===== config.mk =====
export PLATFORM = sky130hd
export DESIGN_NAME = layer_draw_sequencer
export DESIGN_NICKNAME = d
export VERILOG_FILES = /design/src/rtl/layer_draw_sequencer.sv
export SDC_FILE = /design/constraint.sdc
export NUM_CORES = 1
export LEC_CHECK = 0
export ABC_AREA = 1
export BUFFER_PORTS_ARGS = -buffer_cell sky130_fd_sc_hd__buf_2
export CORE_AREA = 2 2 176 178
export CTS_CLUSTER_SIZE = 14
export DETAILED_ROUTE_END_ITERATION = 16
export DIE_AREA = 0 0 178 180
export SLEW_MARGIN = 10
export SYNTH_ARGS = -nofsm -noshare
export SYNTH_HDL_FRONTEND = slang
export SYNTH_SLANG_ARGS = --single-unit

===== constraint.sdc =====
create_clock -name Clk50 -period 3.9 [get_ports Clk50]
set_input_delay 0.78 -clock Clk50 [delete_from_list [all_inputs] [get_ports Clk50]]
set_output_delay 0.78 -clock Clk50 [all_outputs]
set_load 0.02 [all_outputs]

===== src/rtl/layer_draw_sequencer.sv =====
// Per-pixel layer sequencer. At each line start it walks the pixels of the
// next scanline. For every pixel it snapshots the layer requests, then emits
// one write beat per active layer, back-most (layer 0) first. Each beat
// carries the ROM address of the lowest-index requesting source in that layer.
//
// Handshake: a beat is present while write_valid=1. It is transferred on the
// rising edge where write_valid && write_ready are both high. While
// write_ready is low, every beat output holds its value.
module layer_draw_sequencer #(
  parameter int NUM_LAYERS    = 4,
  parameter int SRC_PER_LAYER = 5,
  parameter int ADDR_W        = 18,
  parameter int X_W           = 10,
  parameter int H_ACTIVE      = 640,
  parameter int V_TOTAL       = 525,
  parameter int DEFAULT_ADDR  = 20,
  localparam int LID_W        = $clog2(NUM_LAYERS + 1),
  localparam int NSRC         = NUM_LAYERS * SRC_PER_LAYER
) (
  input  logic                   Clk50,
  input  logic                   Reset,
  input  logic [NSRC-1:0]        draw_req,
  input  logic [NSRC*ADDR_W-1:0] src_addr,
  input  logic [X_W-1:0]         DrawX,
  input  logic [X_W-1:0]         DrawY,
  input  logic                   write_ready,
  input  logic                   clear_overrun,
  output logic [ADDR_W-1:0]      draw_address,
  output logic [X_W-1:0]         write_X,
  output logic [X_W-1:0]         write_Y,
  output logic [LID_W-1:0]       write_which_layer,
  output logic                   write_valid,
  output logic                   line_done,
  output logic                   overrun,
  output logic [1:0]             dbg_state
);

  typedef enum logic [1:0] {
    S_REST    = 2'd0,
    S_CAPTURE = 2'd1,
    S_LAYER   = 2'd2,
    S_ADVANCE = 2'd3
  } state_t;

  state_t                r_state;
  state_t                w_state_nxt;
  logic [LID_W-1:0]      r_layer;
  logic [NUM_LAYERS-1:0] r_pend;
  logic [ADDR_W-1:0]     r_sel_addr [NUM_LAYERS];
  logic [X_W-1:0]        r_write_X;
  logic [X_W-1:0]        r_write_Y;
  logic [X_W-1:0]        r_prev_x;
  logic                  r_overrun;

  logic                  w_line_start;
  logic [X_W-1:0]        w_next_y;
  logic                  w_last_x;
  logic [NUM_LAYERS-1:0] w_cap_pend;
  logic [ADDR_W-1:0]     w_cap_addr [NUM_LAYERS];
  logic                  w_cap_any;
  logic [LID_W-1:0]      w_cap_first;
  logic                  w_nxt_any;
  logic [LID_W-1:0]      w_nxt_layer;
  logic [ADDR_W-1:0]     w_cur_addr;
  logic                  w_accept;

  // One pulse per line: DrawX wraps back to zero.
  assign w_line_start = (DrawX == '0) && (r_prev_x != '0);
  assign w_next_y     = (DrawY == X_W'(V_TOTAL - 1)) ? '0 : DrawY + X_W'(1);
  assign w_last_x     = (r_write_X == X_W'(H_ACTIVE - 1));
  assign w_accept     = (r_state == S_LAYER) && write_ready;

  // Per-layer request OR and priority address select (lowest source index wins).
  always_comb begin
    for (int l = 0; l < NUM_LAYERS; l++) begin
      w_cap_pend[l] = |draw_req[l*SRC_PER_LAYER +: SRC_PER_LAYER];
      w_cap_addr[l] = '0;
      for (int s = SRC_PER_LAYER - 1; s >= 0; s--) begin
        if (draw_req[l*SRC_PER_LAYER + s]) begin
          w_cap_addr[l] = src_addr[(l*SRC_PER_LAYER + s)*ADDR_W +: ADDR_W];
        end
      end
    end
  end

  // Lowest requesting layer at capture, next pending layer above the current one, current address.
  always_comb begin
    w_cap_any   = 1'b0;
    w_cap_first = '0;
    w_nxt_any   = 1'b0;
    w_nxt_layer = '0;
    w_cur_addr  = '0;
    for (int l = NUM_LAYERS - 1; l >= 0; l--) begin
      if (w_cap_pend[l]) begin
        w_cap_any   = 1'b1;
        w_cap_first = LID_W'(l);
      end
      if (r_pend[l] && (LID_W'(l) > r_layer)) begin
        w_nxt_any   = 1'b1;
        w_nxt_layer = LID_W'(l);
      end
      if (LID_W'(l) == r_layer) begin
        w_cur_addr = r_sel_addr[l];
      end
    end
  end

  // Next-state and beat outputs; a line start from any state restarts at CAPTURE.
  always_comb begin
    w_state_nxt       = r_state;
    write_valid       = 1'b0;
    write_which_layer = '0;
    draw_address      = ADDR_W'(DEFAULT_ADDR);
    line_done         = 1'b0;
    case (r_state)
      S_REST: begin
        w_state_nxt = S_REST;
      end
      S_CAPTURE: begin
        w_state_nxt = w_cap_any ? S_LAYER : S_ADVANCE;
      end
      S_LAYER: begin
        write_valid       = 1'b1;
        write_which_layer = r_layer + LID_W'(1);
        draw_address      = w_cur_addr;
        if (write_ready) begin
          w_state_nxt = w_nxt_any ? S_LAYER : S_ADVANCE;
        end
      end
      S_ADVANCE: begin
        line_done   = w_last_x;
        w_state_nxt = w_last_x ? S_REST : S_CAPTURE;
      end
      default: w_state_nxt = S_REST;
    endcase
    if (w_line_start) begin
      w_state_nxt = S_CAPTURE;
    end
  end

  // State register.
  always_ff @(posedge Clk50 or posedge Reset) begin
    if (Reset) r_state <= S_REST;
    else       r_state <= w_state_nxt;
  end

  // Pixel position, pending-layer snapshot, current layer and line-start edge detect.
  always_ff @(posedge Clk50 or posedge Reset) begin
    if (Reset) begin
      r_write_X <= '0;
      r_write_Y <= '0;
      r_prev_x  <= '0;
      r_layer   <= '0;
      r_pend    <= '0;
      for (int l = 0; l < NUM_LAYERS; l++) r_sel_addr[l] <= '0;
    end else begin
      r_prev_x <= DrawX;
      if (w_line_start) begin
        r_write_X <= '0;
        r_write_Y <= w_next_y;
        r_pend    <= '0;
      end else begin
        case (r_state)
          S_CAPTURE: begin
            r_pend  <= w_cap_pend;
            r_layer <= w_cap_first;
            for (int l = 0; l < NUM_LAYERS; l++) r_sel_addr[l] <= w_cap_addr[l];
          end
          S_LAYER: begin
            if (w_accept) begin
              for (int l = 0; l < NUM_LAYERS; l++) begin
                if (LID_W'(l) == r_layer) r_pend[l] <= 1'b0;
              end
              if (w_nxt_any) r_layer <= w_nxt_layer;
            end
          end
          S_ADVANCE: begin
            r_write_X <= w_last_x ? '0 : r_write_X + X_W'(1);
          end
          default: ;
        endcase
      end
    end
  end

  // Sticky overrun: a line start outside REST sets it; set beats clear.
  always_ff @(posedge Clk50 or posedge Reset) begin
    if (Reset)                                  r_overrun <= 1'b0;
    else if (w_line_start && r_state != S_REST) r_overrun <= 1'b1;
    else if (clear_overrun)                     r_overrun <= 1'b0;
  end

  assign write_X   = r_write_X;
  assign write_Y   = r_write_Y;
  assign overrun   = r_overrun;
  assign dbg_state = r_state;

endmodule


==> impl_metrics.tcl <==
set metrics [dict create \
    rsz0062_at_grt "no" \
    power_frac_comb_pct 41.1 \
    worst_ep_required_time_ps 3120 \
    rows 64 \
    synth_seq_cells 110 \
    postLayoutCellArea_um2 11100 \
    placed_area_um2 10800 \
    tightest_slew_ps 745 \
    p_clk_share_pct 19.9 \
    seq_area_um2 2750 \
    portBuffers 449 \
    cts_buffers 9 \
    ant_nets 0 \
    post_drt_wl_per_cell_um 17.1 \
    gr-total-overflow 0 \
    syn-num-nets 1687 \
    max_stage_delay_ps 630 \
    setup_viol 0 \
    htreeDepth 3 \
    dp_hpwl_um 28400 \
    initial_core_util_pct 27.6 \
    synthCells 1271 \
    crit_path_cell_trace "inv_1 -> ha_1 -> clkinv_1 -> o21ai_0 -> o22ai_1 -> a21oi_1 -> o21ai_0 -> buf_2" \
    final_nets 2075 \
    multiInputGateArea_um2 4940 \
    synth_edf_count 0 \
    cts_buffer_depth 2 \
    synthMostInstantiatedCell "nand2_1" \
    total_power_w 0.00489 \
    synth_area_leaders "dfrtp_1 33%, nand2_1 14%, nand3_1 11%" \
    p_int_w 0.00278 \
    cts.sinks 110 \
    synthFlopType "dfrtp_1" \
    yosysUniqueCellTypes 35 \
    max_slew_margin_pct 50.3 \
    slowest_stage "clkinv_1" \
    grt_pass1_wl_um 53700 \
    p_switching_w 0.00211 \
    grt_max_degree 109 \
    hold_buffers 0 \
    netlist_area_um2 8330 \
    fin_crit_sh_pct 92.3 \
    wl_um 35200 \
    worst_slack_ps 300 \
    avgSynthCellArea_um2 6.55 \
    synthArstFlopShare_pct 100 \
    period_minus_slack_ps 3600 \
    max_freq_ghz 0.278 \
    seq_power_share_pct 39.0 \
    finalSetupTns_ps 0 \
    cts_tree "done" \
    io_pins 450 \
    synth_top_area_share_pct 33.1 \
    status "complete, no violations" \
    insertion_delay_ps 360 \
    endpoint_kind "primary output" \
    n_fill_cell 3323 \
    hold_violations 0 \
    firstDrtPassIters 5 \
    dpl_worst_slack_ps 690 \
    maxSlewViolCount 0 \
    die-height_um 180 \
    die_w_um 178 \
    yosysWarnings 0 \
    drtIter0Drc 420 \
    grt_pass1_vias 9929 \
    max-cap-violations 0 \
    synth_seq_area_share_pct 33.1 \
    antenna_found_initial 3 \
    fin_skew_ps 9.31 \
    yosysTopAreaCell "dfrtp_1" \
    swShare_pct 43.2 \
    cts-root-buf "clkbuf_16" \
    crit_path_start_kind "flip-flop" \
    clk_pin_slew_ps 80 \
    p_leak_nw 5.54 \
    postCtsSetupBuffers 0 \
    drcViolationCount 0 \
    grt.total_usage_pct 21.6 \
    vias 10011 \
    place.gp.congestion 0.888 \
    path_class "reg -> out" \
    vias_per_cell 4.85 \
    die-area_um2 32000 \
    arrival_ps 2820 \
    coreArea_um2 30200 \
    cp_max_fo 26 \
    irDropWorstVdd_mv 0.214 \
    critPathMostFrequentCell "o21ai_0" \
    cts-resized-gates 0 \
    power_density_nw_per_um2 440 \
    hp-class "in -> async" \
    synth_common_cells "301 x nand2_1, 181 x nand3_1, 159 x o21ai_0, 114 x a21oi_1, 110 x dfrtp_1" \
    drive_above_1_share_pct 33.7 \
    area_delta_synth_final_pct 33.6 \
]
-- sequential cells by signal, indices dropped and copies added (netlist names) --
signal / count
dbg_state: 2
overrun: 1
r_layer: 2
r_pend: 3
r_prev_x: 10
r_sel_addr: 72
write_X: 10
write_Y: 10
-- cell usage in the layout (no fill, tap or decap), types with 2 or more instances in the layout --
cell / instances
nor2_2: 4
buf_2: 449
buf_12: 2
inv_4: 2
clkbuf_16: 9
or2_2: 73
inv_1: 62
nor2_1: 68
inv_2: 3
a211oi_1: 3
xor2_1: 10
buf_4: 9
nand2_1: 301
inv_6: 3
o21ai_0: 159
o22ai_1: 5
a21oi_1: 114
dfrtp_1: 110
ha_1: 12
nand3_1: 181
clkinv_1: 6
nor3_1: 5
xnor2_1: 4
a221oi_1: 3
diode_2: 3
a22o_1: 18
o21ai_1: 30
nand4_1: 6
-- worst paths after layout --
path,start,endpoint,slack (ps),cells after the start
max in group asynchronous,Reset,r_sel_addr[65],2850,3
min in group Clk50,write_Y[7],write_Y[7],490,2
min,Reset,r_prev_x[5],270,2
max reg2reg,r_layer[0],r_layer[1],1490,9
max,r_layer[1],draw_address[2],300,8
min reg2reg,write_Y[7],write_Y[7],490,2
-- critical path: cells and delay by family, from the launching register on --
| family | cells | cell delay, ps |
|---|---|---|
| buf+inv | 3 | 990 |
| flops | 1 | 400 |
| compound gates | 4 | 680 |
| fa+ha+maj | 1 | 390 |
-- metrics by stage --
| step | util [%] | hold slack [ps] | cells |
|---|---|---|---|
| floorplan | - | 442 | 1271 |
| global placement | 35.8 | 464 | 2044 |
| detailed placement | 35.8 | 469 | 2044 |
| CTS | 36.8 | 250 | 2060 |
| global route | 36.9 | 258 | 2063 |
| finish | 36.9 | 270 | 2063 |
-- layout make-up --
cell class / count / share of cell area (%)
antenna: 3 / 0.0675
sequential: 110 / 24.7
clock buffer: 9 / 2.02
multi-input combinational: 1005 / 44.4
inverter: 73 / 2.51
tap: 396 / 4.45
clock inverter: 7 / 0.697
timing repair buffer: 460 / 21.2
-- routing by layer --
layer | track usage [%] | vias to the layer above | share of wire, %
met5 | 0 | - | 0
met4 | 6.10 | 0 | 2.5
met3 | 3.30 | 43 | 5.0
met2 | 38.0 | 316 | 50
met1 | 27.0 | 4615 | 42
li1 | - | 5037 | -
-- power groups by stage --
stage / registers [W] / logic, W / clock network [W]
6_report: 0.00191 / 0.00201 / 0.000976
5_1_grt: 0.00196 / 0.00229 / 0.00106
4_1_cts: 0.00194 / 0.00204 / 0.00101
3_5_place_dp: 0.00196 / 0.00203 / 0
3_3_place_gp: 0.00197 / 0.00200 / 0
2_1_floorplan: 0.00173 / 0.00127 / 0
-- cell families (layout without fill, tap and decap cells) --
group | Yosys count | after routing | synth area share (%)
AND/OR/NAND/NOR | 645 | 645 | 34.8
AO/OA/AOI/OAI | 334 | 334 | 21.2
buffers and inverters | 156 | 549 | 7.68
flip-flops | 110 | 110 | 33.1
XOR/XNOR | 14 | 14 | 1.47
adder cells (fa/ha/maj) | 12 | 12 | 1.80
other | 0 | 3 | 0
No activity file was read; power rests on OpenSTA's default activity.
